### src/rtl/alarm_ring_ctrl_if.sv
// Signal bundle between the alarm sources (timebase, comparator, buttons) and the ring controller.
interface alarm_ring_ctrl_if;
   logic       tick_1hz;
   logic       alarm_hit;
   logic       alarm_en;
   logic       btn_stop;
   logic       btn_snooze;
   logic       buzzer;
   logic       ringing;
   logic       snoozing;
   logic [3:0] snooze_cnt;

   modport master (
      output tick_1hz, alarm_hit, alarm_en, btn_stop, btn_snooze,
      input  buzzer, ringing, snoozing, snooze_cnt
   );

   modport slave (
      input  tick_1hz, alarm_hit, alarm_en, btn_stop, btn_snooze,
      output buzzer, ringing, snoozing, snooze_cnt
   );
endinterface

### src/rtl/alarm_ring_ctrl.sv
// Alarm ring sequencer (IDLE/RING/SNOOZE) with beep pattern and auto-stop; all outputs registered, 1-cycle latency.
// Optional macro ALARM_SNOOZE_LIMIT_EN caps accepted snoozes per episode at MAX_SNOOZE.
module alarm_ring_ctrl #(
   parameter int unsigned RING_SECS   = 60,
   parameter int unsigned SNOOZE_SECS = 300,
   parameter int unsigned BEEP_HALF   = 50000000,
   parameter int unsigned MAX_SNOOZE  = 3
) (
   input  logic             clk,
   input  logic             rst_n,
   alarm_ring_ctrl_if.slave bus
);

   localparam logic [1:0]  S_IDLE      = 2'd0;
   localparam logic [1:0]  S_RING      = 2'd1;
   localparam logic [1:0]  S_SNOOZE    = 2'd2;
   localparam logic [15:0] RING_LAST   = 16'(RING_SECS - 1);
   localparam logic [15:0] SNOOZE_LAST = 16'(SNOOZE_SECS - 1);
   localparam logic [31:0] BEEP_LAST   = 32'(BEEP_HALF - 1);

   if (RING_SECS == 0 || RING_SECS > 65535 || SNOOZE_SECS == 0 || SNOOZE_SECS > 65535 ||
       BEEP_HALF == 0 || MAX_SNOOZE == 0 || MAX_SNOOZE > 15) begin : g_bad_params
      $error("alarm_ring_ctrl: parameter out of range");
   end

   logic [1:0]  state, state_nx;
   logic [15:0] sec_cnt, sec_nx;
   logic [31:0] beep_cnt, beep_nx;
   logic        buzzer_q, buzzer_nx;
   logic        ringing_q, snoozing_q;
   logic [3:0]  scnt_q, scnt_nx;
   logic        quit;
   logic        snooze_ok;

   assign quit = ~bus.alarm_en | bus.btn_stop;

`ifdef ALARM_SNOOZE_LIMIT_EN
   assign snooze_ok = (scnt_q != 4'(MAX_SNOOZE));
`else
   assign snooze_ok = 1'b1;
`endif

   always_comb begin
      state_nx  = state;
      sec_nx    = sec_cnt;
      beep_nx   = beep_cnt;
      buzzer_nx = 1'b0;
      scnt_nx   = scnt_q;
      case (state)
         S_IDLE: begin
            if (bus.alarm_hit && bus.alarm_en) begin
               state_nx  = S_RING;
               sec_nx    = 16'd0;
               beep_nx   = 32'd0;
               buzzer_nx = 1'b1;
               scnt_nx   = 4'd0;
            end
         end
         S_RING: begin
            if (quit) begin
               state_nx = S_IDLE;
               sec_nx   = 16'd0;
            end else if (bus.btn_snooze && snooze_ok) begin
               state_nx = S_SNOOZE;
               sec_nx   = 16'd0;
               scnt_nx  = (scnt_q == 4'hF) ? scnt_q : scnt_q + 4'd1;
            end else if (bus.tick_1hz && sec_cnt == RING_LAST) begin
               state_nx = S_IDLE;
               sec_nx   = 16'd0;
            end else begin
               // A repeated comparator hit restarts the timeout but keeps the beep phase.
               if (bus.alarm_hit)
                  sec_nx = 16'd0;
               else if (bus.tick_1hz)
                  sec_nx = sec_cnt + 16'd1;
               if (beep_cnt == BEEP_LAST) begin
                  beep_nx   = 32'd0;
                  buzzer_nx = ~buzzer_q;
               end else begin
                  beep_nx   = beep_cnt + 32'd1;
                  buzzer_nx = buzzer_q;
               end
            end
         end
         S_SNOOZE: begin
            if (quit) begin
               state_nx = S_IDLE;
               sec_nx   = 16'd0;
            end else if (bus.tick_1hz) begin
               if (sec_cnt == SNOOZE_LAST) begin
                  state_nx  = S_RING;
                  sec_nx    = 16'd0;
                  beep_nx   = 32'd0;
                  buzzer_nx = 1'b1;
               end else begin
                  sec_nx = sec_cnt + 16'd1;
               end
            end
         end
         default: state_nx = S_IDLE;
      endcase
   end

   always_ff @(posedge clk or negedge rst_n) begin
      if (!rst_n) begin
         state      <= S_IDLE;
         sec_cnt    <= 16'd0;
         beep_cnt   <= 32'd0;
         buzzer_q   <= 1'b0;
         ringing_q  <= 1'b0;
         snoozing_q <= 1'b0;
         scnt_q     <= 4'd0;
      end else begin
         state      <= state_nx;
         sec_cnt    <= sec_nx;
         beep_cnt   <= beep_nx;
         buzzer_q   <= buzzer_nx;
         ringing_q  <= (state_nx == S_RING);
         snoozing_q <= (state_nx == S_SNOOZE);
         scnt_q     <= scnt_nx;
      end
   end

   assign bus.buzzer     = buzzer_q;
   assign bus.ringing    = ringing_q;
   assign bus.snoozing   = snoozing_q;
   assign bus.snooze_cnt = scnt_q;

endmodule

### src/flat_wrapper.sv
// flat-port wrapper written by rule: the top's interface ports become plain ports
module alarm_ring_ctrl_flat 
#(
   parameter int unsigned RING_SECS   = 60,
   parameter int unsigned SNOOZE_SECS = 300,
   parameter int unsigned BEEP_HALF   = 50000000,
   parameter int unsigned MAX_SNOOZE  = 3
)
  (clk, rst_n, bus_tick_1hz, bus_alarm_hit, bus_alarm_en, bus_btn_stop, bus_btn_snooze, bus_buzzer, bus_ringing, bus_snoozing, bus_snooze_cnt);
  alarm_ring_ctrl_if bus_i ();
  input  logic clk;
  input  logic rst_n;
  input wire logic [$bits(bus_i.tick_1hz)-1:0] bus_tick_1hz;
  input wire logic [$bits(bus_i.alarm_hit)-1:0] bus_alarm_hit;
  input wire logic [$bits(bus_i.alarm_en)-1:0] bus_alarm_en;
  input wire logic [$bits(bus_i.btn_stop)-1:0] bus_btn_stop;
  input wire logic [$bits(bus_i.btn_snooze)-1:0] bus_btn_snooze;
  output wire logic [$bits(bus_i.buzzer)-1:0] bus_buzzer;
  output wire logic [$bits(bus_i.ringing)-1:0] bus_ringing;
  output wire logic [$bits(bus_i.snoozing)-1:0] bus_snoozing;
  output wire logic [$bits(bus_i.snooze_cnt)-1:0] bus_snooze_cnt;
  assign bus_i.tick_1hz = bus_tick_1hz;
  assign bus_i.alarm_hit = bus_alarm_hit;
  assign bus_i.alarm_en = bus_alarm_en;
  assign bus_i.btn_stop = bus_btn_stop;
  assign bus_i.btn_snooze = bus_btn_snooze;
  assign bus_buzzer = bus_i.buzzer;
  assign bus_ringing = bus_i.ringing;
  assign bus_snoozing = bus_i.snoozing;
  assign bus_snooze_cnt = bus_i.snooze_cnt;
  alarm_ring_ctrl #(.RING_SECS(RING_SECS), .SNOOZE_SECS(SNOOZE_SECS), .BEEP_HALF(BEEP_HALF), .MAX_SNOOZE(MAX_SNOOZE)) u_core (.clk(clk), .rst_n(rst_n), .bus(bus_i));
endmodule
### config.mk
export PLATFORM = sky130hd
export DESIGN_NAME = alarm_ring_ctrl_flat
export DESIGN_NICKNAME = d
export VERILOG_FILES = /design/src/rtl/alarm_ring_ctrl_if.sv /design/src/rtl/alarm_ring_ctrl.sv /design/src/flat_wrapper.sv
export SDC_FILE = /design/constraint.sdc
export NUM_CORES = 1
export LEC_CHECK = 0
export CAP_MARGIN = 20
export CORE_MARGIN = 4
export CORE_UTILIZATION = 60
export CTS_CLUSTER_SIZE = 24
export DETAILED_ROUTE_END_ITERATION = 7
export PLACE_DENSITY_LB_ADDON = 0.2
export SYNTH_ARGS = -nofsm -noshare
export SYNTH_HDL_FRONTEND = slang
export SYNTH_SLANG_ARGS = --single-unit
### constraint.sdc
create_clock -name clk -period 3 [get_ports clk]
set_input_delay 0.75 -clock clk [delete_from_list [all_inputs] [get_ports clk]]
set_output_delay 0.75 -clock clk [all_outputs]
set_load 0.02 [all_outputs]
==> key figures <==
Logic synthesis
  • Synthesized Nets: 402
  • Post-Synthesis Cells: 388
  • Largest family of logic cells by synthesized area: compound AO/OA/AOI/OAI gates
  • Synth Area in XOR/XNOR: 0%
  • Register area share after synthesis: 41.8%
  • Post-synth EDFFs: 0
  • Count of yosys warnings during synthesis: 0
  • Synth Area in Adders: 2.57%
  • Compound-Gate Fraction of Synth Area: 26.3%
  • Mux cell area share after synthesis: 0.624%
  • Area fraction of the dominant cell type after synthesis: 41.8%
  • Yosys top cell by area: dfrtp_1
  • Top_reg_cell synth: dfrtp_1
  • Simple-Gate Fraction of Synth Area: 26.3%
  • Synth cell types: 51
  • Cell area after synthesis: 3410 µm²
  • Area contributors post-synth: dfrtp_1, o21ai_0, o31ai_1
  • Syn_area_per_cell: 8.79 µm²
  • Asr flop ratio synth: 100%
  • Synthesis-stage register bit count: 57

Floorplanning
  • Die H: 83.4 µm
  • Row count: 27
  • Initial Util: 61.9%
  • I/O pins: 14
  • Die area: 6950 µm²
  • Die X-Extent: 83.4 µm
  • Core area: 5510 µm²

STA
  • Worst Skew: 11.2 ps
  • Endpoints failing setup: 0
  • Fmax: 0.373 GHz
  • Final Critical Period: 2680 ps
  • Part of the cycle the worst path needs: 89.4%
  • Worst slew pin tran: 933 ps
  • Max-slew headroom: 37.8%
  • Hold Vio Cnt, Final: 0
  • Unrepaired setup endpoints after global routing: false
  • Setup tns final: 0 ps
  • Setup ws final: 318 ps
  • Slew Limit Fails: 0

Clock tree
  • Clock Latency Late Sink: 340 ps
  • Max Root-Sink Buffers: 2
  • Post-CTS Setup Inserts: 0
  • Hold Buf Count CTS: 0
  • TritonCTS Buffers: 9
  • Clock slew at reported path FFs: 70 ps
  • Clock tree root driver cell: clkbuf_8
  • Clk sink count: 57
  • Post-CTS Resized: 0
  • Htree depth: 3
  • CTS tree: yes

Status
  • Status: completed

Setup path
  • Crit Path Max Fanout: 20
  • Slowest CP cell: or4b_1
  • Worst EP arrival: 2880 ps
  • Worst setup EP type: register
  • CP max stage delay: 500 ps
  • Crit path cell chain: ha_1 > or4b_1 > or3_4 > o31ai_4 > nand2_2 > buf_4 > o21ai_0 > o21ai_0
  • Crit Path Category: register to register
  • Crit path required time: 3200 ps
  • Most used cell, CP: o21ai_0
  • Startpoint types: register

Placed design
  • Port Buffer Count: 13
  • Pre-CTS WS: 143 ps
  • Gpl congestion: 0.861
  • Detailed Place HPWL: 5450 µm

Routing
  • Routed Antenna Nets: 0
  • Wirelength per Cell: 16.6 µm
  • DRC viols: 0
  • DR vias: 3,197
  • Initial DRC Count: 276
  • Drt pass-1 iters: 5
  • Total Wirelength: 8100 µm
  • Vias per cell: 6.54

Power
  • P_leak: 1.60 nW
  • Pwr dens: 600 nW/µm²
  • Register share of total power: 37.4%
  • Sw power: 0.000827 W
  • Internal power: 0.00150 W
  • Switch share: 35.6%
  • Clock share of power: 30.9%
  • Combinational power share: 31.7%
  • Peak supply drop: 0.000324 V

Global route
  • GR Util All Layers: 25.2%
  • Total gr overflow: 0
  • Vias in the first global route: 3,105
  • Initial antenna violation count: 0
  • Largest net degree at the start of global routing: 43
  • First-pass GRT wire length: 14,500 µm

Finish
  • Nets: 426
  • Antenna diodes: 0
  • Share of cells above drive strength 1: 10.1%
  • Area Growth Syn to Fin: 13.6%

Job
  • Max Cap Viol: 0

Worst hold path
  • Worst hold-check path type: register to register
[cell usage in the layout, fill, tap and decap left out, drive strengths merged, types with 2 or more instances in the layout]
cell type / Yosys / routed
dfrtp: 57 / 57
o21ai: 49 / 49
nand2: 39 / 39
nor2: 32 / 32
nand3: 28 / 28
o31ai: 25 / 25
buf: 6 / 14
a21oi: 13 / 13
clkdlybuf4s50: 0 / 12
a22o: 10 / 10
nand4: 10 / 10
clkbuf: 7 / 10
nor3: 9 / 9
a31oi: 8 / 8
inv: 7 / 7
nor2b: 7 / 7
and3: 7 / 7
ha: 7 / 7
nor4: 6 / 6
nand2b: 6 / 6
a21o: 6 / 6
and4: 6 / 6
and2: 6 / 6
or4: 5 / 5
clkinv: 0 / 4
a21boi: 3 / 3
o41ai: 3 / 3
or3: 3 / 3
or4b: 2 / 2
o31a: 2 / 2
nand4b: 2 / 2
o21bai: 2 / 2
a41oi: 2 / 2
o311ai: 2 / 2
[cells in the mapped netlist (all sizes together), types with 2 or more instances]
cell / number
a21boi: 3
a21o: 6
a21oi: 13
a22o: 10
a31oi: 8
a41oi: 2
and2: 6
and3: 7
and4: 6
buf: 6
clkbuf: 7
dfrtp: 57
ha: 7
inv: 7
nand2: 39
nand2b: 6
nand3: 28
nand4: 10
nand4b: 2
nor2: 32
nor2b: 7
nor3: 9
nor4: 6
o21ai: 49
o21bai: 2
o311ai: 2
o31a: 2
o31ai: 25
o41ai: 3
or3: 3
or4: 5
or4b: 2
[state kept, by name, indices dropped and copies added (netlist names)]
register,flops
u_core.bus.snooze_cnt,4
u_core.sec_cnt,16
u_core.bus.buzzer,1
u_core.beep_cnt,32
u_core.state,2
u_core.bus.ringing,1
u_core.bus.snoozing,1
[cell families after synthesis]
group / Yosys count
flip-flops: 57
adder cells (fa/ha/maj): 7
AND/OR/NAND/NOR: 171
buffers and inverters: 20
AO/OA/AOI/OAI: 131
multiplexers: 2
[power groups by stage]
stage / registers, W / logic [W] / clock network [W]
4_1_cts: 0.000868 / 0.000734 / 0.000726
2_1_floorplan: 0.000898 / 0.000472 / 0
3_5_place_dp: 0.000883 / 0.000729 / 0
6_report: 0.000869 / 0.000738 / 0.000718
3_3_place_gp: 0.000880 / 0.000716 / 0
5_1_grt: 0.000878 / 0.000825 / 0.000775
[through the flow]
| step | total power (W) | hold slack, ps | utilization, % | std cells | cell area, µm² |
|---|---|---|---|---|---|
| floorplan | 0.00137 | 437 | - | 388 | 3410 |
| global placement | 0.00160 | 462 | 66.8 | 473 | 3680 |
| detailed placement | 0.00161 | 465 | 66.8 | 473 | 3680 |
| CTS | 0.00233 | 476 | 70.3 | 489 | 3870 |
| global route | 0.00248 | 508 | 70.3 | 489 | 3870 |
| finish | 0.00233 | 474 | 70.3 | 489 | 3870 |
[path summary, 6_finish.rpt]
path | to | start | slack, ps | depth (start not counted)
setup / recovery | u_core.beep_cnt[16] | u_core.sec_cnt[0] | 320 | 8
min in group asynchronous | u_core.bus.ringing | rst_n | 540 | 1
hold reg to reg | u_core.beep_cnt[22] | u_core.beep_cnt[22] | 470 | 1
setup reg to reg | u_core.beep_cnt[16] | u_core.sec_cnt[0] | 320 | 8
max in group asynchronous | u_core.beep_cnt[27] | rst_n | 1730 | 2
hold / removal | u_core.beep_cnt[22] | u_core.beep_cnt[22] | 470 | 1
[layer usage]
layer  GRT usage [%]  vias to the layer above  share of wire, %
met2            39.9                      112                47
met4            9.51                        0               1.2
met3            5.56                       12               6.4
li1                -                     1528                 -
met1            33.8                     1545                45
met5               0                        -                 0
[layout make-up]
cell class	instances	area [µm²]
flip-flops and latches	57	1430
inverters	7	26.3
fillers	410	1630
clock buffers	10	138
clock inverters	6	57.6
multi-input cells	311	1900
well taps	72	90.1
repair buffers	26	235
[worst max-delay path, delay by kind of cell (launching register included)]
family	cells	cell delay, ps
simple gates	3	1050
flops	1	410
fa+ha+maj	1	200
compound gates	3	670
buf+inv	1	220
Note: power is estimated with default switching activity, not from simulation.
